===== src/rtl/dram_arb_pkg.sv =====
// Shared encodings for the data-RAM arbiter: FSM states and requester ids.
package dram_arb_pkg;

  typedef enum logic [1:0] {
    ST_IDLE   = 2'd0,
    ST_ACCESS = 2'd1,
    ST_RESP   = 2'd2
  } state_e;

  localparam logic REQ_CPU = 1'b0;
  localparam logic REQ_WB  = 1'b1;

endpackage


===== src/rtl/dram_arb_rr.sv =====
// Two-way grant logic. Round-robin on ties by default; DRAM_ARB_FIXED_PRIO_EN selects fixed Wishbone priority.
// Combinational grant; the last-grant pointer updates only when the grant is taken.
module dram_arb_rr
  import dram_arb_pkg::*;
(
  input  logic clk,
  input  logic rst,
  input  logic req_cpu,
  input  logic req_wb,
  input  logic take,
  output logic gnt_vld,
  output logic gnt_id
);

  assign gnt_vld = req_cpu | req_wb;

`ifdef DRAM_ARB_FIXED_PRIO_EN
  assign gnt_id = req_wb ? REQ_WB : REQ_CPU;
`else
  logic last_q, last_d;

  always_comb begin
    gnt_id = req_wb ? REQ_WB : REQ_CPU;
    if (req_cpu && req_wb) begin
      gnt_id = ~last_q;
    end
    last_d = take ? gnt_id : last_q;
  end

  // Pointer starts at Wishbone so the CPU wins the first tie.
  always_ff @(posedge clk) begin
    if (rst) begin
      last_q <= REQ_WB;
    end else begin
      last_q <= last_d;
    end
  end
`endif

endmodule


===== src/rtl/dram_arbiter.sv =====
// Shares the single-port data SRAM between the CPU data port and a Wishbone slave window (IDLE/ACCESS/RESP).
// Hit: RAM pins one cycle after grant, ack the cycle after; miss: err/ack one cycle after grant. Tie rule set by DRAM_ARB_FIXED_PRIO_EN.
module dram_arbiter
  import dram_arb_pkg::*;
#(
  parameter logic [31:0] BASE_ADDR            = 32'h3000_4000,
  parameter int          RAM_ADDR_WIDTH_WORDS = 9
) (
  input  logic                            wb_clk_i,
  input  logic                            wb_rst_i,
  input  logic                            cpu_stb,
  input  logic [3:0]                      cpu_we,
  input  logic [31:0]                     cpu_addr,
  input  logic [31:0]                     cpu_wdata,
  output logic [31:0]                     cpu_rdata,
  output logic                            cpu_ack,
  output logic                            cpu_err,
  input  logic                            wbs_stb_i,
  input  logic                            wbs_cyc_i,
  input  logic                            wbs_we_i,
  input  logic [3:0]                      wbs_sel_i,
  input  logic [31:0]                     wbs_adr_i,
  input  logic [31:0]                     wbs_dat_i,
  output logic                            wbs_ack_o,
  output logic [31:0]                     wbs_dat_o,
  output logic                            ram_clk0,
  output logic                            ram_csb0,
  output logic                            ram_web0,
  output logic [3:0]                      ram_wmask0,
  output logic [RAM_ADDR_WIDTH_WORDS-1:0] ram_addr0,
  output logic [31:0]                     ram_din0,
  input  logic [31:0]                     ram_dout0
);

  localparam int          AW        = RAM_ADDR_WIDTH_WORDS;
  localparam logic [32:0] WIN_BYTES = 33'd1 << (AW + 2);

  state_e          state_q, state_d;
  logic            gnt_id_q, gnt_id_d;
  logic            wr_q, wr_d;
  logic            miss_q, miss_d;
  logic            abort_q, abort_d;
  logic            ram_csb0_q, ram_csb0_d;
  logic            ram_web0_q, ram_web0_d;
  logic [3:0]      ram_wmask0_q, ram_wmask0_d;
  logic [AW-1:0]   ram_addr0_q, ram_addr0_d;
  logic [31:0]     ram_din0_q, ram_din0_d;

  logic            gnt_vld, gnt_id, take;
  logic [31:0]     sel_addr, sel_wdata, sel_off;
  logic [3:0]      sel_mask;
  logic            sel_wr, sel_hit;

  dram_arb_rr u_rr (
    .clk     (wb_clk_i),
    .rst     (wb_rst_i),
    .req_cpu (cpu_stb),
    .req_wb  (wbs_stb_i & wbs_cyc_i),
    .take    (take),
    .gnt_vld (gnt_vld),
    .gnt_id  (gnt_id)
  );

  assign take      = (state_q == ST_IDLE) && gnt_vld;
  assign sel_addr  = (gnt_id == REQ_CPU) ? cpu_addr  : wbs_adr_i;
  assign sel_wdata = (gnt_id == REQ_CPU) ? cpu_wdata : wbs_dat_i;
  assign sel_mask  = (gnt_id == REQ_CPU) ? cpu_we    : wbs_sel_i;
  assign sel_wr    = (gnt_id == REQ_CPU) ? (|cpu_we) : wbs_we_i;
  // Addresses below the base wrap to large offsets and fall outside the window.
  assign sel_off   = sel_addr - BASE_ADDR;
  assign sel_hit   = {1'b0, sel_off} < WIN_BYTES;

  always_comb begin
    state_d      = state_q;
    gnt_id_d     = gnt_id_q;
    wr_d         = wr_q;
    miss_d       = miss_q;
    abort_d      = abort_q;
    ram_csb0_d   = 1'b1;
    ram_web0_d   = 1'b1;
    ram_wmask0_d = '0;
    ram_addr0_d  = ram_addr0_q;
    ram_din0_d   = ram_din0_q;
    case (state_q)
      ST_IDLE: begin
        if (gnt_vld) begin
          gnt_id_d = gnt_id;
          wr_d     = sel_wr;
          miss_d   = ~sel_hit;
          abort_d  = 1'b0;
          if (sel_hit) begin
            state_d      = ST_ACCESS;
            ram_csb0_d   = 1'b0;
            ram_web0_d   = ~sel_wr;
            ram_wmask0_d = sel_wr ? sel_mask : 4'b0000;
            ram_addr0_d  = sel_addr[AW+1:2];
            ram_din0_d   = sel_wdata;
          end else begin
            state_d = ST_RESP;
          end
        end
      end
      ST_ACCESS: begin
        state_d = ST_RESP;
        if (gnt_id_q == REQ_WB && !wbs_cyc_i) begin
          abort_d = 1'b1;
        end
      end
      ST_RESP: state_d = ST_IDLE;
      default: state_d = ST_IDLE;
    endcase
  end

  always_ff @(posedge wb_clk_i) begin
    if (wb_rst_i) begin
      state_q      <= ST_IDLE;
      gnt_id_q     <= REQ_CPU;
      wr_q         <= 1'b0;
      miss_q       <= 1'b0;
      abort_q      <= 1'b0;
      ram_csb0_q   <= 1'b1;
      ram_web0_q   <= 1'b1;
      ram_wmask0_q <= '0;
      ram_addr0_q  <= '0;
      ram_din0_q   <= '0;
    end else begin
      state_q      <= state_d;
      gnt_id_q     <= gnt_id_d;
      wr_q         <= wr_d;
      miss_q       <= miss_d;
      abort_q      <= abort_d;
      ram_csb0_q   <= ram_csb0_d;
      ram_web0_q   <= ram_web0_d;
      ram_wmask0_q <= ram_wmask0_d;
      ram_addr0_q  <= ram_addr0_d;
      ram_din0_q   <= ram_din0_d;
    end
  end

  logic resp, resp_cpu, resp_wb, rd_hit;
  assign resp     = (state_q == ST_RESP);
  assign resp_cpu = resp && (gnt_id_q == REQ_CPU);
  assign resp_wb  = resp && (gnt_id_q == REQ_WB);
  assign rd_hit   = !miss_q && !wr_q;

  assign cpu_ack   = resp_cpu && !miss_q;
  assign cpu_err   = resp_cpu && miss_q;
  assign cpu_rdata = (resp_cpu && rd_hit) ? ram_dout0 : 32'h0;
  // A master that dropped cyc after grant gets no ack; the RAM access itself is not cancelled.
  assign wbs_ack_o = resp_wb && wbs_cyc_i && !abort_q;
  assign wbs_dat_o = (resp_wb && rd_hit) ? ram_dout0 : 32'h0;

  assign ram_clk0   = wb_clk_i;
  assign ram_csb0   = ram_csb0_q;
  assign ram_web0   = ram_web0_q;
  assign ram_wmask0 = ram_wmask0_q;
  assign ram_addr0  = ram_addr0_q;
  assign ram_din0   = ram_din0_q;

endmodule


===== config.mk =====
export PLATFORM = sky130hd
export DESIGN_NAME = dram_arbiter
export DESIGN_NICKNAME = d
export VERILOG_FILES = /design/src/rtl/dram_arb_pkg.sv /design/src/rtl/dram_arb_rr.sv /design/src/rtl/dram_arbiter.sv
export SDC_FILE = /design/constraint.sdc
export NUM_CORES = 1
export LEC_CHECK = 0
export CAP_MARGIN = 10
export CORE_AREA = 2 2 114 116
export DETAILED_ROUTE_END_ITERATION = 12
export DIE_AREA = 0 0 116 118
export PLACE_DENSITY = 0.83
export SETUP_SLACK_MARGIN = 0.05
export SLEW_MARGIN = 40
export SYNTH_ARGS = -nofsm -noshare
export SYNTH_HDL_FRONTEND = slang
export SYNTH_SLANG_ARGS = --single-unit

===== constraint.sdc =====
create_clock -name wb_clk_i -period 3.7 [get_ports wb_clk_i]
set_clock_uncertainty 0.2 [all_clocks]
set_input_delay 0.74 -clock wb_clk_i [delete_from_list [all_inputs] [get_ports wb_clk_i]]
set_output_delay 0.74 -clock wb_clk_i [all_outputs]
set_load 0.03 [all_outputs]

==> results of run 1 <==
-- cells by family (layout without fill, tap and decap cells) --
| logic type | after synthesis | in the layout | share of synthesized area [%] |
|---|---|---|---|
| multiplexers | 47 | 47 | 13.2 |
| other | 0 | 2 | 0 |
| XOR/XNOR | 2 | 2 | 0.492 |
| flip-flops | 54 | 54 | 30.4 |
| buffers and inverters | 36 | 308 | 5.20 |
| AO/OA/AOI/OAI | 64 | 64 | 14.1 |
| AND/OR/NAND/NOR | 250 | 250 | 36.7 |
-- through the flow --
step	hold slack, ns	std cells	setup WS [ns]
4_1_cts	0.278	897	0.0667
5_1_grt	0.295	898	0.0647
3_5_place_dp	0.262	886	0.0177
6_report	0.273	899	0.0743
2_1_floorplan	0.235	453	0.615
3_3_place_gp	0.252	886	0.00456
-- layout make-up --
| type | count | share of cell area (%) |
|---|---|---|
| inverters | 1 | 0.0554 |
| well taps | 172 | 3.17 |
| diodes | 2 | 0.0738 |
| repair buffers | 295 | 43.0 |
| clock buffers | 11 | 3.21 |
| multi-input cells | 363 | 34.1 |
| flip-flops and latches | 54 | 15.9 |
| clock inverters | 1 | 0.443 |
-- registers in the layout, summed over array words and instances (netlist names) --
signal       count
ram_wmask0       4
u_rr.last_q      1
ram_csb0         1
miss_q           1
wr_q             1
gnt_id_q         1
ram_web0         1
ram_addr0        9
abort_q          1
ram_din0        32
state_q          2
-- report_power, final --
| group | internal (mW) | total, mW | switching [mW] |
|---|---|---|---|
| sequential | 0.585 | 0.590 | 0.00449 |
| clock | 0.477 | 0.735 | 0.258 |
| combinational | 0.251 | 0.412 | 0.161 |
| total | 1.31 | 1.74 | 0.424 |
-- layer usage --
layer / vias to the layer above / routed length, µm
met2: 182 / 6310
met1: 1891 / 5000
met5: - / 0
met4: 0 / 316
li1: 2061 / -
met3: 24 / 1260
-- cell usage after synthesis (all sizes together), types with 2 or more instances --
master,number
a21oi,5
xor2,2
nor4,5
a211oi,2
clkbuf,24
a21o,42
or4,3
o21ai,3
a32oi,2
buf,11
nand2b,42
nand4,3
and2,67
nand2,95
a2111oi,4
or3,3
nand4b,2
nor2,19
mux2i,47
nand3b,2
dfxtp,54
nor4b,4
nor3,2
-- critical path, delay by kind of cell --
family,cells,cell delay [ns]
buf+inv,3,0.83
-- worst max path at each step --
stage                          from      endpoint  slack, ns  cells past startpoint
after floorplan           wbs_cyc_i        miss_q       0.61                     11
after global placement    wbs_cyc_i   ram_din0[9]      0.005                     10
after detailed placement  wbs_cyc_i  ram_din0[17]       0.02                     10
after CTS                  wb_clk_i      ram_clk0       0.07                      3
after global routing       wb_clk_i      ram_clk0       0.06                      3
final                      wb_clk_i      ram_clk0       0.07                      3
==> flow_summary.rst, run 1 <==
.. list-table::
   :header-rows: 1

   * - Metric
     - Value
   * - Post-route standard cell area excluding fillers
     - roughly 6800 µm²
   * - Met2 GRT Util
     - a little under a third
   * - Met3 GRT Util
     - 6.54%
   * - Crit end category
     - primary output
   * - IR Drop Worst-Case VDD
     - 437 µV
   * - Finished Core Util
     - 54.6%
   * - Count of input and output buffers
     - 284
   * - Post-synthesis cell type count
     - 40
   * - Start point of the worst hold path
     - ram_din0[0]
   * - Cell mode on critical path
     - sky130_fd_sc_hd__clkbuf_16
   * - Number of cells on the worst hold path
     - 2
   * - Most used routing layer
     - met2
   * - Kind of launch point of the worst setup path
     - clock port
   * - Max-Slew Margin vs Limit
     - 65.4%
   * - CP Data Required Time
     - about 2.8 ns
   * - CTS tree
     - done
   * - Vias
     - 4158
   * - Commonest non-fill, non-tap cell in the layout
     - sky130_fd_sc_hd__clkdlybuf4s50_1
   * - FF-to-FF setup slack
     - approximately 1.0 ns
   * - Initial antenna violation count
     - 1
   * - Storage cell area
     - 1080 µm²
   * - Power Density
     - 256 nW/µm²
   * - Signed area change from the synthesized netlist to the final layout
     - 90.4%
   * - Area of the die
     - 13700 µm²
   * - Static leakage
     - between 2 and 3 nW
   * - Total chip power
     - 1.74 mW
   * - Top area cells in the synthesized netlist
     - sky130_fd_sc_hd__dfxtp_1 (30%), sky130_fd_sc_hd__mux2i_1 (13%), sky130_fd_sc_hd__and2_1 (12%)
   * - Slew at the pin closest to its max-slew limit
     - 0.519 ns
   * - Synthesized flop and latch total
     - 54
   * - Die span in x
     - 116 µm
   * - Number of global-route vias before repair
     - slightly below 4000
   * - Outcome
     - finished clean
   * - WL per Instance
     - 14.3 µm
   * - First-pass DRT Iterations
     - 4
   * - Number of cells traversed by the worst register-to-register path
     - 8
   * - Number of fillers in the final layout
     - 1166
   * - Synthesized instance count
     - 453
   * - Ratio of cells with drive above 1 in the final layout
     - under 10%
   * - Pin count of the biggest net entering global routing
     - 50
   * - Footprint of the multi-input gates
     - about 2300 µm²
   * - Number of nets in the synthesized netlist
     - 627
   * - Global placer's final weighted congestion
     - 0.818
   * - Max-slew violation total from the final report
     - 0
   * - Ports
     - 289
   * - Hpwl dp
     - just over 10 mm
   * - Mean area per synthesized cell
     - 7.86 µm²
   * - Hold Crit Endpoint
     - ram_din0[0]
   * - Master of the slowest instance on the critical path
     - sky130_fd_sc_hd__clkdlybuf4s50_1
   * - Detailed-route vias per instance
     - approximately 4.6
   * - Class of the tightest hold or removal check
     - flop to flop
   * - Count of nets after finishing
     - 898
   * - Post-CTS Hold Buffers
     - 0
   * - Core Footprint
     - 12400 µm²
   * - Worst stage delay on the critical path
     - 0.58 ns
   * - Hold Violations, Final
     - 0
   * - Routed Wire Length
     - 12.9 mm
   * - Reg2Reg Capture Point
     - ram_din0[17]
   * - Area share of the leading cell type in the synthesized netlist
     - 30.4%
   * - Clock slew at reported path FFs
     - 0.07 ns
   * - RR Startpoint
     - u_rr.last_q
   * - Global-route total usage across every layer
     - 18.5%
   * - Worst-path maximum fanout
     - 2
   * - Cell area reported after detailed placement
     - 6540 µm²
   * - Most instantiated flip-flop cell in the synthesis netlist
     - sky130_fd_sc_hd__dfxtp_1
   * - Postcts setup bufs
     - 0
   * - Final ANT Viol Nets
     - 0
   * - Worst path cell trace
     - clkbuf_16 > clkbuf_16 > clkdlybuf4s50_1
   * - Count of synthesis-stage warnings from yosys
     - 0
   * - Number of synthesized flops with an enable pin
     - 0
   * - Leading cell types in the layout, fill and taps excluded
     - sky130_fd_sc_hd__clkdlybuf4s50_1 (283), sky130_fd_sc_hd__nand2_1 (94), sky130_fd_sc_hd__and2_1 (66), sky130_fd_sc_hd__dfxtp_1 (54), sky130_fd_sc_hd__mux2i_1 (47)
   * - Sum Neg Setup Slack
     - 0 ns
   * - Max-cap violations
     - 0
   * - Cell type contributing the most total cell area after synthesis
     - sky130_fd_sc_hd__dfxtp_1
   * - Critical setup path kind
     - clock port to primary output
   * - Die H
     - about 120 µm
   * - Grt met1 use
     - 20.8%
   * - Row count
     - between 40 and 50
   * - Fraction of synthesis flops using an asynchronous set or reset pin
     - 0%
   * - Signal arrival time at the worst endpoint
     - 2.69 ns
   * - Post-synthesis sequential area ratio
     - 30.4%
   * - Combined area of all synthesized cells
     - 3560 µm²
   * - Clk_lat worst skew
     - 0.40 ns
   * - Final routed DRC violation total
     - 0
   * - First-pass GRT wire length
     - 20.0 mm
   * - Setup repair after global routing missed its margin
     - no
   * - Resized Gates After CTS
     - 0
   * - Initial Utilization
     - 28.7%
   * - Overflow left after global routing
     - 0
   * - DRT iter0 DRCs
     - 147
   * - Setup violators final
     - 0
(Power assumes the default switching activity.)
==> run 2: changes to the inputs <==
- CORE_AREA: 2 2 114 116 -> not set
- CORE_MARGIN: not set -> 2
- CORE_UTILIZATION: not set -> 36
- DIE_AREA: 0 0 116 118 -> not set
- PLACE_DENSITY: 0.83 -> 0.82
- SYNTH_HIERARCHICAL: not set -> 1
==> run 2 against run 1 <==
  * Utilization rose by 15 points
  * Cell count fell by 2.4%
  * Critical path type unchanged
  * Area after synthesis rose by 16%
  * Flip-flop and latch count did not move
  * Largest power group unchanged
  * Hold slack got worse by 0.030 ns
  * Total power rose by 8.4%
  * Non-clock buffer count rose by 38
  * Sequential share of layout area fell by 2.3 points
  * Setup slack barely moved
==> flow_summary.rst, run 2 <==
.. list-table::
   :header-rows: 1

   * - Metric
     - Value
   * - Top-count cell post-synth
     - sky130_fd_sc_hd__and2_1
   * - WL per Instance
     - approximately 17 µm
   * - Final ANT Viol Nets
     - 0
   * - Routed Wire Length
     - 14.8 mm
   * - Signed area change from the synthesized netlist to the final layout
     - 91.4%
   * - First-pass GRT wire length
     - 23.3 mm
   * - Post-CTS Hold Buffers
     - 0
   * - Die H
     - 111 µm
   * - Cell count after placement
     - between 800 and 900
   * - Fraction of synthesis flops using an asynchronous set or reset pin
     - 0%
   * - Critical setup path kind
     - clock port to primary output
   * - Routed length on met3
     - around 840 µm
   * - Static leakage
     - 2.84 nW
   * - Vias
     - 4410
   * - Class of the tightest hold or removal check
     - flop to flop
   * - Final routed DRC violation total
     - 0
   * - Highest metal layer with signal wires
     - met4
   * - Final hold slack
     - 0.243 ns
   * - Hpwl dp
     - 11.8 mm
   * - Max-Slew Margin vs Limit
     - 65.9%
   * - IR Drop Worst-Case VDD
     - 243 µV
   * - Number of fillers in the final layout
     - 868
   * - Total chip power
     - between 1.5 and 2 mW
   * - Clock slew at reported path FFs
     - 0.07 ns
   * - Final setup margin
     - 0.0744 ns
   * - Post-place setup slack
     - -0.793 ns
   * - Clk_lat worst skew
     - 0.39 ns
   * - Number of global-route vias before repair
     - approximately 4600
   * - Setup violators final
     - 0
   * - Final non-filler cell total
     - ~880
   * - Synthesized instance count
     - 427
   * - Setup repair after global routing missed its margin
     - yes
   * - Mean area per synthesized cell
     - a little under 10 µm²
   * - Storage cell area
     - 1080 µm²
   * - Area share of the leading cell type in the synthesized netlist
     - about a quarter
   * - Max-cap violations
     - 0
   * - Combined area of all synthesized cells
     - between 4000 and 5000 µm²
   * - Power Density
     - around 240 nW/µm²
   * - Post-route standard cell area excluding fillers
     - 7930 µm²
   * - Sum Neg Setup Slack
     - 0 ns
   * - Overflow left after global routing
     - 0
   * - Initial Utilization
     - 36.6%
   * - Finished Core Util
     - 70.0%
   * - CP Data Required Time
     - 2.76 ns
   * - Commonest non-fill, non-tap cell in the layout
     - sky130_fd_sc_hd__clkdlybuf4s50_1
   * - CTS tree
     - done
   * - Footprint of the multi-input gates
     - 2930 µm²
   * - Ports
     - 289
   * - Row count
     - 39
   * - Number of diodes
     - 0
   * - Count of input and output buffers
     - 284
   * - Core Footprint
     - 11300 µm²
   * - Wire length on met2
     - just under 8 mm
   * - Worst-path maximum fanout
     - 2
   * - Signal arrival time at the worst endpoint
     - 2.69 ns
   * - Most instantiated flip-flop cell in the synthesis netlist
     - sky130_fd_sc_hd__dfxtp_1
   * - Post-synthesis cell type count
     - 53
   * - Crit end category
     - primary output
   * - Global placer's final weighted congestion
     - 0.866
   * - Initial antenna violation count
     - 0
   * - Area of the die
     - 12400 µm²
   * - Post-synthesis sequential area ratio
     - 26.1%
   * - Hold Violations, Final
     - 0
   * - Count of synthesis-stage warnings from yosys
     - 6
   * - Count of nets after finishing
     - around 910
   * - Cell type contributing the most total cell area after synthesis
     - sky130_fd_sc_hd__dfxtp_1
   * - Kind of launch point of the worst setup path
     - clock port
   * - Global-route total usage across every layer
     - 22.7%
   * - Pin count of the biggest net entering global routing
     - 45
   * - Top area cells in the synthesized netlist
     - sky130_fd_sc_hd__dfxtp_1 (26%), sky130_fd_sc_hd__o41ai_2 (16%), sky130_fd_sc_hd__mux2_2 (12%)
   * - Number of synthesized flops with an enable pin
     - 0
   * - Ratio of cells with drive above 1 in the final layout
     - 29.3%
   * - Flip-flop count of the largest register, all copies and words added
     - 32
   * - Die span in x
     - 111 µm
   * - Outcome
     - finished clean
   * - Number of nets in the synthesized netlist
     - 601
   * - Synthesized flop and latch total
     - 54
   * - Detailed-route vias per instance
     - 5.03
   * - Detailed-route wire length on metal 1
     - between 5 and 6 mm
   * - DRT iter0 DRCs
     - 143
   * - Slew at the pin closest to its max-slew limit
     - between 0.5 and 0.6 ns
   * - Max-slew violation total from the final report
     - 0
   * - Commonest cells post-synth
     - sky130_fd_sc_hd__and2_1 (65), sky130_fd_sc_hd__dfxtp_1 (54), sky130_fd_sc_hd__inv_1 (45)
   * - Leading cell types in the layout, fill and taps excluded
     - sky130_fd_sc_hd__clkdlybuf4s50_1 (281), sky130_fd_sc_hd__and2_1 (64), sky130_fd_sc_hd__dfxtp_1 (54), sky130_fd_sc_hd__inv_1 (45), sky130_fd_sc_hd__mux2_2 (43)
   * - First-pass DRT Iterations
     - 4
   * - Cell area reported after detailed placement
     - between 7000 and 8000 µm²
-- run 2: path summary, 6_finish.rpt --
kind,start,end,slack (ns),depth (start not counted)
max,wb_clk_i,ram_clk0,0.07,3
min,ram_din0[30],ram_din0[30],0.24,2
max reg2reg,u_rr/last_q,ram_din0[25],0.48,11
min reg2reg,ram_din0[30],ram_din0[30],0.24,2
-- run 2: where the power goes --
group	switching (mW)	internal (mW)	total [mW]	leakage (nW)
Clock	0.253	0.476	0.729	0.118
Sequential	0.00535	0.585	0.590	0.436
Combinational	0.242	0.321	0.564	2.29
Total	0.500	1.38	1.88	2.84
-- run 2: routing by layer --
metal	vias to the layer above	track usage (%)
met2	148	41.8
met5	-	0
met1	2104	26.8
met3	12	5.30
li1	2146	-
met4	0	4.61
-- run 2: timing repair --
action	CTS	global route
hold endpoints to repair	0	0
resized for setup	10	15
gates cloned	0	1
buffers inserted	4	4
endpoints found under the setup margin	50	50
pin swaps	9	7
-- run 2: cell families after synthesis --
kind of cell	count (synthesis)	synth area share, %
simple gates	123	18.7
compound gates	111	30.7
xor+xnor	1	0.212
mux	54	14.6
flops	54	26.1
buf+inv	84	9.70
-- run 2: cell type report --
class                           count  area share (%)
Sequential cell                    54            13.6
Clock inverter                      2           0.473
Clock buffer                       10            2.70
Timing Repair Buffer              333            41.8
Inverter                           46            2.18
Multi-Input combinational cell    289            37.0
Tap cell                          143            2.26
-- run 2: worst max-delay path: stages --
cell	delay, ns
sky130_fd_sc_hd__clkbuf_16	0.12
sky130_fd_sc_hd__clkbuf_16	0.13
sky130_fd_sc_hd__clkdlybuf4s50_1	0.59
